$ cat src/rtl/vm_pkg.sv
// Shared vending-machine definitions: coin values, ejector coin-select
// encodings and the payout FSM state type.
package vm_pkg;

  localparam int AMT_W_DEF = 7;

  localparam int COIN_5  = 5;
  localparam int COIN_10 = 10;
  localparam int COIN_20 = 20;

  typedef enum logic [1:0] {
    SEL_NONE = 2'd0,
    SEL_5    = 2'd1,
    SEL_10   = 2'd2,
    SEL_20   = 2'd3
  } coin_sel_e;

  typedef enum logic [2:0] {
    ST_IDLE,
    ST_PICK,
    ST_EJECT,
    ST_RELEASE,
    ST_DONE,
    ST_FAULT
  } payout_state_e;

  // Dollar value of a coin-select code.
  function automatic logic [4:0] coin_value(input coin_sel_e sel);
    case (sel)
      SEL_5:   coin_value = 5'(COIN_5);
      SEL_10:  coin_value = 5'(COIN_10);
      SEL_20:  coin_value = 5'(COIN_20);
      default: coin_value = '0;
    endcase
  endfunction

endpackage

$ cat src/rtl/change_payout_unit_if.sv
// Coin ejector req/ack handshake. The payout unit is the master.
interface change_payout_unit_if;
  logic       eject_req;
  logic [1:0] eject_coin;
  logic       eject_ack;

  modport master (output eject_req, output eject_coin, input eject_ack);
  modport slave  (input eject_req, input eject_coin, output eject_ack);
endinterface

$ cat src/rtl/coin_tube.sv
// Inventory counter for one coin tube; saturates at both ends.
module coin_tube #(
  parameter int W    = 6,
  parameter int INIT = 4
) (
  input  logic         clk,
  input  logic         reset,
  input  logic         inc,
  input  logic         dec,
  output logic [W-1:0] cnt
);

  // Count refills up and ejections down, clamped to [0, 2^W-1].
  always_ff @(posedge clk or negedge reset) begin
    if (!reset) begin
      cnt <= W'(INIT);
    end else if (inc && !dec && cnt != '1) begin
      cnt <= cnt + 1'b1;
    end else if (dec && !inc && cnt != '0) begin
      cnt <= cnt - 1'b1;
    end
  end

endmodule

$ cat src/rtl/change_payout_unit.sv
// Change payout unit: turns a returned dollar amount into a greedy sequence
// of $20/$10/$5 coin ejections, tracking tube inventory, shortfall and
// ejector timeouts.
module change_payout_unit
  import vm_pkg::*;
#(
  parameter int AMT_W          = AMT_W_DEF,
  parameter int TUBE_W         = 6,
  parameter int INIT_TUBE      = 4,
  parameter int TIMEOUT_CYCLES = 16
) (
  input  logic                 clk,
  input  logic                 reset,
  input  logic [AMT_W-1:0]     change_out,
  input  logic                 change_ready,
  input  logic                 refill_valid,
  input  logic [4:0]           refill_coin,
  change_payout_unit_if.master eject,
  output logic                 busy,
  output logic                 payout_done,
  output logic [AMT_W-1:0]     paid_total,
  output logic [AMT_W-1:0]     shortfall,
  output logic                 fault,
  output logic [TUBE_W-1:0]    tube_cnt_5,
  output logic [TUBE_W-1:0]    tube_cnt_10,
  output logic [TUBE_W-1:0]    tube_cnt_20
);

  localparam int WC_W = $clog2(TIMEOUT_CYCLES + 1);

  payout_state_e    state;
  coin_sel_e        coin_sel;
  logic             req_q;
  logic             cr_q;
  logic             start_q;
  logic [AMT_W-1:0] start_amt;
  logic [AMT_W-1:0] remaining;
  logic [WC_W-1:0]  wait_cnt;

  logic refill_ok;
  logic ack_taken;
  logic inc_5, inc_10, inc_20;
  logic dec_5, dec_10, dec_20;

  assign eject.eject_req  = req_q;
  assign eject.eject_coin = coin_sel;

  // Refills land only while idle; ejections debit the selected tube on ack.
  always_comb begin
    refill_ok = refill_valid && (state == ST_IDLE);
    ack_taken = (state == ST_EJECT) && eject.eject_ack;
    inc_5     = refill_ok && (refill_coin == 5'(COIN_5));
    inc_10    = refill_ok && (refill_coin == 5'(COIN_10));
    inc_20    = refill_ok && (refill_coin == 5'(COIN_20));
    dec_5     = ack_taken && (coin_sel == SEL_5);
    dec_10    = ack_taken && (coin_sel == SEL_10);
    dec_20    = ack_taken && (coin_sel == SEL_20);
  end

  coin_tube #(.W(TUBE_W), .INIT(INIT_TUBE)) u_tube_5 (
    .clk(clk), .reset(reset), .inc(inc_5), .dec(dec_5), .cnt(tube_cnt_5)
  );

  coin_tube #(.W(TUBE_W), .INIT(INIT_TUBE)) u_tube_10 (
    .clk(clk), .reset(reset), .inc(inc_10), .dec(dec_10), .cnt(tube_cnt_10)
  );

  coin_tube #(.W(TUBE_W), .INIT(INIT_TUBE)) u_tube_20 (
    .clk(clk), .reset(reset), .inc(inc_20), .dec(dec_20), .cnt(tube_cnt_20)
  );

  // Payout FSM. All outputs are registered and set on the transition into
  // the state that owns them, so each state shows its own values. The
  // change_ready rise is registered into start_q first, giving one idle
  // cycle in which a coincident refill still lands before PICK looks.
  always_ff @(posedge clk or negedge reset) begin
    if (!reset) begin
      state       <= ST_IDLE;
      coin_sel    <= SEL_NONE;
      req_q       <= 1'b0;
      cr_q        <= 1'b0;
      start_q     <= 1'b0;
      start_amt   <= '0;
      remaining   <= '0;
      wait_cnt    <= '0;
      busy        <= 1'b0;
      payout_done <= 1'b0;
      paid_total  <= '0;
      shortfall   <= '0;
      fault       <= 1'b0;
    end else begin
      cr_q        <= change_ready;
      start_q     <= change_ready && !cr_q && (state == ST_IDLE) && !fault;
      payout_done <= 1'b0;
      if (change_ready && !cr_q && (state == ST_IDLE)) begin
        start_amt <= change_out;
      end

      case (state)
        ST_IDLE: begin
          if (start_q) begin
            remaining  <= start_amt;
            paid_total <= '0;
            shortfall  <= '0;
            if (start_amt == '0) begin
              payout_done <= 1'b1;
              state       <= ST_DONE;
            end else begin
              busy  <= 1'b1;
              state <= ST_PICK;
            end
          end
        end

        ST_PICK: begin
          wait_cnt <= '0;
          if (remaining >= AMT_W'(COIN_20) && tube_cnt_20 != '0) begin
            coin_sel <= SEL_20;
            req_q    <= 1'b1;
            state    <= ST_EJECT;
          end else if (remaining >= AMT_W'(COIN_10) && tube_cnt_10 != '0) begin
            coin_sel <= SEL_10;
            req_q    <= 1'b1;
            state    <= ST_EJECT;
          end else if (remaining >= AMT_W'(COIN_5) && tube_cnt_5 != '0) begin
            coin_sel <= SEL_5;
            req_q    <= 1'b1;
            state    <= ST_EJECT;
          end else begin
            shortfall   <= remaining;
            busy        <= 1'b0;
            payout_done <= 1'b1;
            state       <= ST_DONE;
          end
        end

        ST_EJECT: begin
          if (eject.eject_ack) begin
            remaining  <= remaining - AMT_W'(coin_value(coin_sel));
            paid_total <= paid_total + AMT_W'(coin_value(coin_sel));
            req_q      <= 1'b0;
            coin_sel   <= SEL_NONE;
            state      <= ST_RELEASE;
          end else if (wait_cnt == WC_W'(TIMEOUT_CYCLES - 1)) begin
            fault       <= 1'b1;
            shortfall   <= remaining;
            req_q       <= 1'b0;
            coin_sel    <= SEL_NONE;
            busy        <= 1'b0;
            payout_done <= 1'b1;
            state       <= ST_FAULT;
          end else begin
            wait_cnt <= wait_cnt + 1'b1;
          end
        end

        ST_RELEASE: begin
          if (!eject.eject_ack) begin
            state <= ST_PICK;
          end
        end

        ST_DONE:  state <= ST_IDLE;
        ST_FAULT: state <= ST_IDLE;
        default:  state <= ST_IDLE;
      endcase
    end
  end

endmodule

$ cat src/flat_wrapper.sv
// flat-port wrapper written by rule: the top's interface ports become plain ports
module change_payout_unit_flat import vm_pkg::*;
#(
  parameter int AMT_W          = AMT_W_DEF,
  parameter int TUBE_W         = 6,
  parameter int INIT_TUBE      = 4,
  parameter int TIMEOUT_CYCLES = 16
)
  (clk, reset, change_out, change_ready, refill_valid, refill_coin, busy, payout_done, paid_total, shortfall, fault, tube_cnt_5, tube_cnt_10, tube_cnt_20, eject_eject_req, eject_eject_coin, eject_eject_ack);
  change_payout_unit_if eject_i ();
  input  logic clk;
  input  logic reset;
  input  logic [AMT_W-1:0] change_out;
  input  logic change_ready;
  input  logic refill_valid;
  input  logic [4:0] refill_coin;
  output logic busy;
  output logic payout_done;
  output logic [AMT_W-1:0] paid_total;
  output logic [AMT_W-1:0] shortfall;
  output logic fault;
  output logic [TUBE_W-1:0] tube_cnt_5;
  output logic [TUBE_W-1:0] tube_cnt_10;
  output logic [TUBE_W-1:0] tube_cnt_20;
  output wire logic [$bits(eject_i.eject_req)-1:0] eject_eject_req;
  output wire logic [$bits(eject_i.eject_coin)-1:0] eject_eject_coin;
  input wire logic [$bits(eject_i.eject_ack)-1:0] eject_eject_ack;
  assign eject_eject_req = eject_i.eject_req;
  assign eject_eject_coin = eject_i.eject_coin;
  assign eject_i.eject_ack = eject_eject_ack;
  change_payout_unit #(.AMT_W(AMT_W), .TUBE_W(TUBE_W), .INIT_TUBE(INIT_TUBE), .TIMEOUT_CYCLES(TIMEOUT_CYCLES)) u_core (.clk(clk), .reset(reset), .change_out(change_out), .change_ready(change_ready), .refill_valid(refill_valid), .refill_coin(refill_coin), .eject(eject_i), .busy(busy), .payout_done(payout_done), .paid_total(paid_total), .shortfall(shortfall), .fault(fault), .tube_cnt_5(tube_cnt_5), .tube_cnt_10(tube_cnt_10), .tube_cnt_20(tube_cnt_20));
endmodule
$ cat config.mk
export PLATFORM = sky130hd
export DESIGN_NAME = change_payout_unit_flat
export DESIGN_NICKNAME = d
export VERILOG_FILES = /design/src/rtl/vm_pkg.sv /design/src/rtl/change_payout_unit_if.sv /design/src/rtl/coin_tube.sv /design/src/rtl/change_payout_unit.sv /design/src/flat_wrapper.sv
export SDC_FILE = /design/constraint.sdc
export NUM_CORES = 1
export LEC_CHECK = 0
export ABC_AREA = 1
export CAP_MARGIN = 20
export CORE_MARGIN = 2
export CORE_UTILIZATION = 51
export CTS_CLUSTER_SIZE = 30
export DETAILED_ROUTE_END_ITERATION = 6
export MAX_ROUTING_LAYER = met4
export PLACE_DENSITY = 0.76
export SYNTH_ARGS = -nofsm -noshare
export SYNTH_HDL_FRONTEND = slang
export SYNTH_SLANG_ARGS = --single-unit
$ cat constraint.sdc
create_clock -name clk -period 6.6 [get_ports clk]
set_clock_uncertainty 0.2 [all_clocks]
set_input_delay 1.98 -clock clk [delete_from_list [all_inputs] [get_ports clk]]
set_output_delay 1.98 -clock clk [all_outputs]
set_load 0.02 [all_outputs]
After elaboration in Yosys (flattened, before gate mapping)
Cells that the tools add are included.

storage, ports and cells
  register bits after elaboration = 62
  input port bits = 17
  output and inout bits = 38
  word-level logic and storage cells = 166

cells by class
  add/sub/neg operators = 9
  order comparisons = 3
  equal/unequal tests = 25
  multiplexer cells = 60
  bitwise operators = 1
  reduce and logical (&&, ||, !) cells = 52

operators by type and width
  cell                                                                                 number
  7-bit two-way mux                                                                    9
  6-bit two-way mux                                                                    6
  7-bit case mux with 2 select lines                                                   2
  1-bit logical AND                                                                    26
  3-bit two-way mux                                                                    8
  7-bit case mux with 3 select lines                                                   1
  5-bit two-way mux                                                                    4
  6-bit by 1-bit adder with 6-bit output, second input constant                        3
  1-bit two-way mux                                                                    18
  2-bit inequality test, second input constant                                         9
  6-bit inequality test, second input constant                                         3
  6-bit nonzero test                                                                   3
  6-bit by 1-bit subtractor with 6-bit output, second input constant                   3
  5-bit case mux with 3 select lines                                                   1
  3-bit AND reduction                                                                  5
  3-bit case mux with 4 select lines                                                   1
  5-bit by 4-bit equality test with 1-bit output, second input constant                2
  2-bit two-way mux                                                                    5
  5-bit case mux with 2 select lines                                                   1
  2-bit nonzero test                                                                   5
  1-bit logical NOT                                                                    8
  8-bit AND reduction                                                                  1
  7-bit by 5-bit adder with 7-bit output                                               1
  7-bit by 3-bit greater-or-equal comparator with 1-bit output, second input constant  1
  other kinds (21)                                                                     24

Depth between registers and ports, before layout
  word-level depth = 8
  depth in mapped cells = 18
  mapped depth without buffers = 17

By module
Synthesis repeated with hierarchy kept, for this count alone.

second synthesis, totals
  cells, all modules = 539
  area, all modules = 4144.0 sq um

modules (own cells, without submodules)
  module                             times used  cells each  area each (sq um)
  change_payout_unit                 1           329         2620.0
  coin_tube at u_core.u_tube_10 ...  2           66          496.7
  coin_tube at u_core.u_tube_5       1           78          530.5

Worst setup path before layout
OpenSTA, ideal clock, no wires.

  path kind = input port to flip-flop
  from = input port eject_eject_ack
  to = register u_core.u_tube_10.cnt[5]
  data arrival time = 3594 ps
  data required time = 6283 ps
  setup slack = 2689 ps
  stages on the path = 17
  cells stage by stage = inv_1 -> nor2_2 -> buf_4 -> inv_2 -> nor2_1 -> nor3_1 -> inv_1 -> ha_1 -> nand2_1 -> nor2_1 -> nand2_1 -> nand3_1 -> inv_1 -> nand2_1 -> nand3_1 -> nand2_1 -> nand2_1

between the ends
  cells in the longest elaborated chain, start to end = 6
  elaborated cells between the ends (all ways) = 9
  those cells by class = mux: 1; reduce/logical: 8

RTL lines
  element                                                  RTL line                  text
  start, declared                                          flat_wrapper.sv:27        input wire logic [$bits(eject_i.eject_ack)-1:0] eject_eject_ack;
  1-bit logical AND *                                      change_payout_unit.sv:51  ack_taken = (state == ST_EJECT) && eject.eject_ack;
  1-bit logical AND *                                      change_payout_unit.sv:56  dec_10 = ack_taken && (coin_sel == SEL_10);
  1-bit logical NOT                                        coin_tube.sv:17           end else if (inc && !dec && cnt != '1) begin
  1-bit logical AND (2 in a row)                           coin_tube.sv:17
  6-bit two-way mux or 2-bit nonzero test (tied branches)  --
  end signal, assigned                                     coin_tube.sv:16           cnt <= W'(INIT);
  end signal, assigned                                     coin_tube.sv:18           cnt <= cnt + 1'b1;
  end signal, assigned                                     coin_tube.sv:20           cnt <= cnt - 1'b1;
  end, declared                                            coin_tube.sv:10           output logic [W-1:0] cnt

Mark *: on every way between the ends. The rest lies on a longest branch, timed or not.
A chain may end at the register's enable or synchronous reset.

Final worst setup path
Same ends and word-level chain as after synthesis.

==> results.cfg <==
[global_route]
grt_pass1_wl_um = 16800
grt_antenna_before_repair = 0
grtUsageTotal_pct = 25.0
grt_pass1_vias = 3624
grt_overflow = 0
grt_max_degree = 63

[sta]
max_freq_mhz = 225
tightest_slew_ns = 0.781
post-route-period-util_pct = 67.5
fin_crit_ns = 4.45
setup_tns_ns = 0
final-hold-violation-count = 0
slew_headroom_pct = 47.9
slew_violations = 0
grt_setup_unrepaired = no
setup_violations = 0

[cells_and_area]
layout-drive-gt1-share_pct = 6.75
synthToLayoutAreaGrowth_pct = 21.1
multi_input_area_um2 = 2190
antenna_cells = 0
nFillCells = 684
seq_area_um2 = 1560
nNetsFinal = 650
final_core_util_pct = 63.5

[cts]
clk_latency_ns = 0.34
cts.clk_slew.worst_paths_ns = 0.07
cts-resized-gates = 0
cts-root-buf = clkbuf_8
cts_buffers = 9
numClockSinks = 62
clockBufferDepth = 2
postCtsSetupRepairBufs = 0
htree_levels = 3
cts_tree = done
hold_buffers = 0

[route]
ant_nets = 0
route.detailed.wl_per_inst_um = 13.5
drt_iter0_drc = 223
dr.pass1.iters = 5
drc = 0
wl_um = 9600
num_vias = 3711
via_per_inst = 5.23

[hold_path]
hold_class = flop to flop

[worst_setup_path]
path_max_fanout = 11
cp-end-kind = flop
cp-start-kind = input port
cp.arrival_ns = 4.53
cp_data_required_time_ns = 6.68
worst-setup-path-type = input port to flop

[floorplanning]
fp.dieH_um = 93.1
core_area_um2 = 7730
io_pins = 55
die_area_um2 = 8680
die_w_um = 93.1
start_util_pct = 52.4
num_rows = 32

[logic_synthesis]
syn-num-nets = 590
ys_top_cells_by_area = dfrtp_1 36%, nand2_1 13%, ha_1 8.0%, nand3_1 7.0%, inv_1 6.6%
synth_area_per_cell_um2 = 7.48
synth_edf_count = 0
ys_top_cells_by_count = 137 x nand2_1, 71 x inv_1, 65 x nor2_1
yosysSeqAreaShare_pct = 38.4
yosysMostFrequentCell = nand2_1
syn-cell-area_um2 = 4050
yosysWarnings = 0
netlist_instances = 542
synth_top_cell_area_share_pct = 36.4
synth_top_cell_by_area = dfrtp_1
ys_ff_latch = 62
async_reset_ff_share_pct = 100
synth_cell_types = 35
ys.flop_type = dfrtp_1

[pwr]
p_per_area_nw_per_um2 = 263
power_mw = 1.29
p_leak_nw = 2.44
ir_drop_uv = 182

[flow_run]
max_cap_viol_count = 0

[placement]
io_buffer_count = 54
gp_congestion = 0.870
hpwl_um = 7340

[status]
status = complete, no violations
## sequential cells by signal, indices dropped and copies added, names as in the netlist, 2 cells and up
signal / count
u_core.eject.eject_coin: 2
u_core.paid_total: 7
u_core.remaining: 7
u_core.shortfall: 7
u_core.start_amt: 7
u_core.state: 3
u_core.u_tube_10.cnt: 6
u_core.u_tube_20.cnt: 6
u_core.u_tube_5.cnt: 6
u_core.wait_cnt: 5
## cell usage in the layout, fill, tap and decap left out, types with 5 or more instances in the layout
master	instances
nand2_1	137
inv_1	71
nor2_1	65
dfrtp_1	59
nand3_1	57
clkdlybuf4s50_1	53
a21oi_1	28
ha_1	26
o21ai_0	19
clkbuf_8	10
nor3_1	8
xor2_1	8
o211ai_1	6
nand4_1	5
xnor2_1	5
fa_1	5
## critical path, stage by stage
cell and delay, ns:
clkdlybuf4s50_1 0.51, inv_1 0.08, nor2_2 0.44, inv_2 0.12
nor2_1 0.15, nor3_1 0.09, inv_1 0.14, ha_1 0.30
nand2_1 0.12, inv_1 0.05, nand2_1 0.07, nand3_1 0.12
o21ai_0 0.19, nand3_1 0.09, nand2_1 0.07
## cells by family (layout without fill, tap and decap cells)
group	after synthesis	count (layout)	share of synthesized area (%)
flops	62	62	38.4
compound gates	72	72	10.6
xor+xnor	13	13	2.81
buf+inv	79	144	7.69
fa+ha+maj	31	31	10.5
simple gates	285	285	30.1
## routing by layer
| metal | track usage, % | up-vias | part of all wire, % |
|---|---|---|---|
| li1 | - | 1884 | - |
| met1 | 33.2 | 1721 | 47 |
| met2 | 39.3 | 93 | 47 |
| met3 | 3.30 | 13 | 3.9 |
| met4 | 9.80 | 0 | 1.4 |
| met5 | - | - | 0 |
## worst paths after layout
| kind | from | endpoint | slack, ns | cells after the start |
|---|---|---|---|---|
| max in group asynchronous | reset | u_core.start_amt[6] | 4.08 | 2 |
| max reg2reg | u_core.state[0] | u_core.u_tube_10.cnt[5] | 3.63 | 15 |
| min in group asynchronous | reset | u_core.shortfall[4] | 1.61 | 2 |
| min | u_core.shortfall[2] | u_core.shortfall[2] | 0.27 | 2 |
| max | eject_eject_ack | u_core.u_tube_10.cnt[5] | 2.15 | 15 |
| min reg2reg | u_core.shortfall[2] | u_core.shortfall[2] | 0.27 | 2 |
## where the power goes
part	leakage (nW)	switching [mW]	internal, mW	total, mW
clock	0.108	0.152	0.221	0.374
combinational	1.57	0.225	0.190	0.415
sequential	0.761	0.0740	0.428	0.502
## through the flow
| stage | setup WS (ns) | instance area, µm² | hold slack, ns | instances |
|---|---|---|---|---|
| final | 2.15 | 4910 | 0.270 | 709 |
| after floorplan | 2.69 | 4050 | 0.267 | 542 |
| after global routing | 1.86 | 4910 | 0.308 | 709 |
| after global placement | 1.81 | 4690 | 0.255 | 693 |
| after detailed placement | 1.78 | 4690 | 0.257 | 693 |
| after CTS | 2.15 | 4910 | 0.273 | 709 |
## cell type report
cell class / instances / area share [%]
Tap cell: 102 / 2.60
Clock inverter: 6 / 1.73
Sequential cell: 62 / 31.7
Multi-Input combinational cell: 401 / 44.5
Timing Repair Buffer: 55 / 11.1
Inverter: 73 / 5.58
Clock buffer: 10 / 2.80
(Power assumes the default switching activity.)
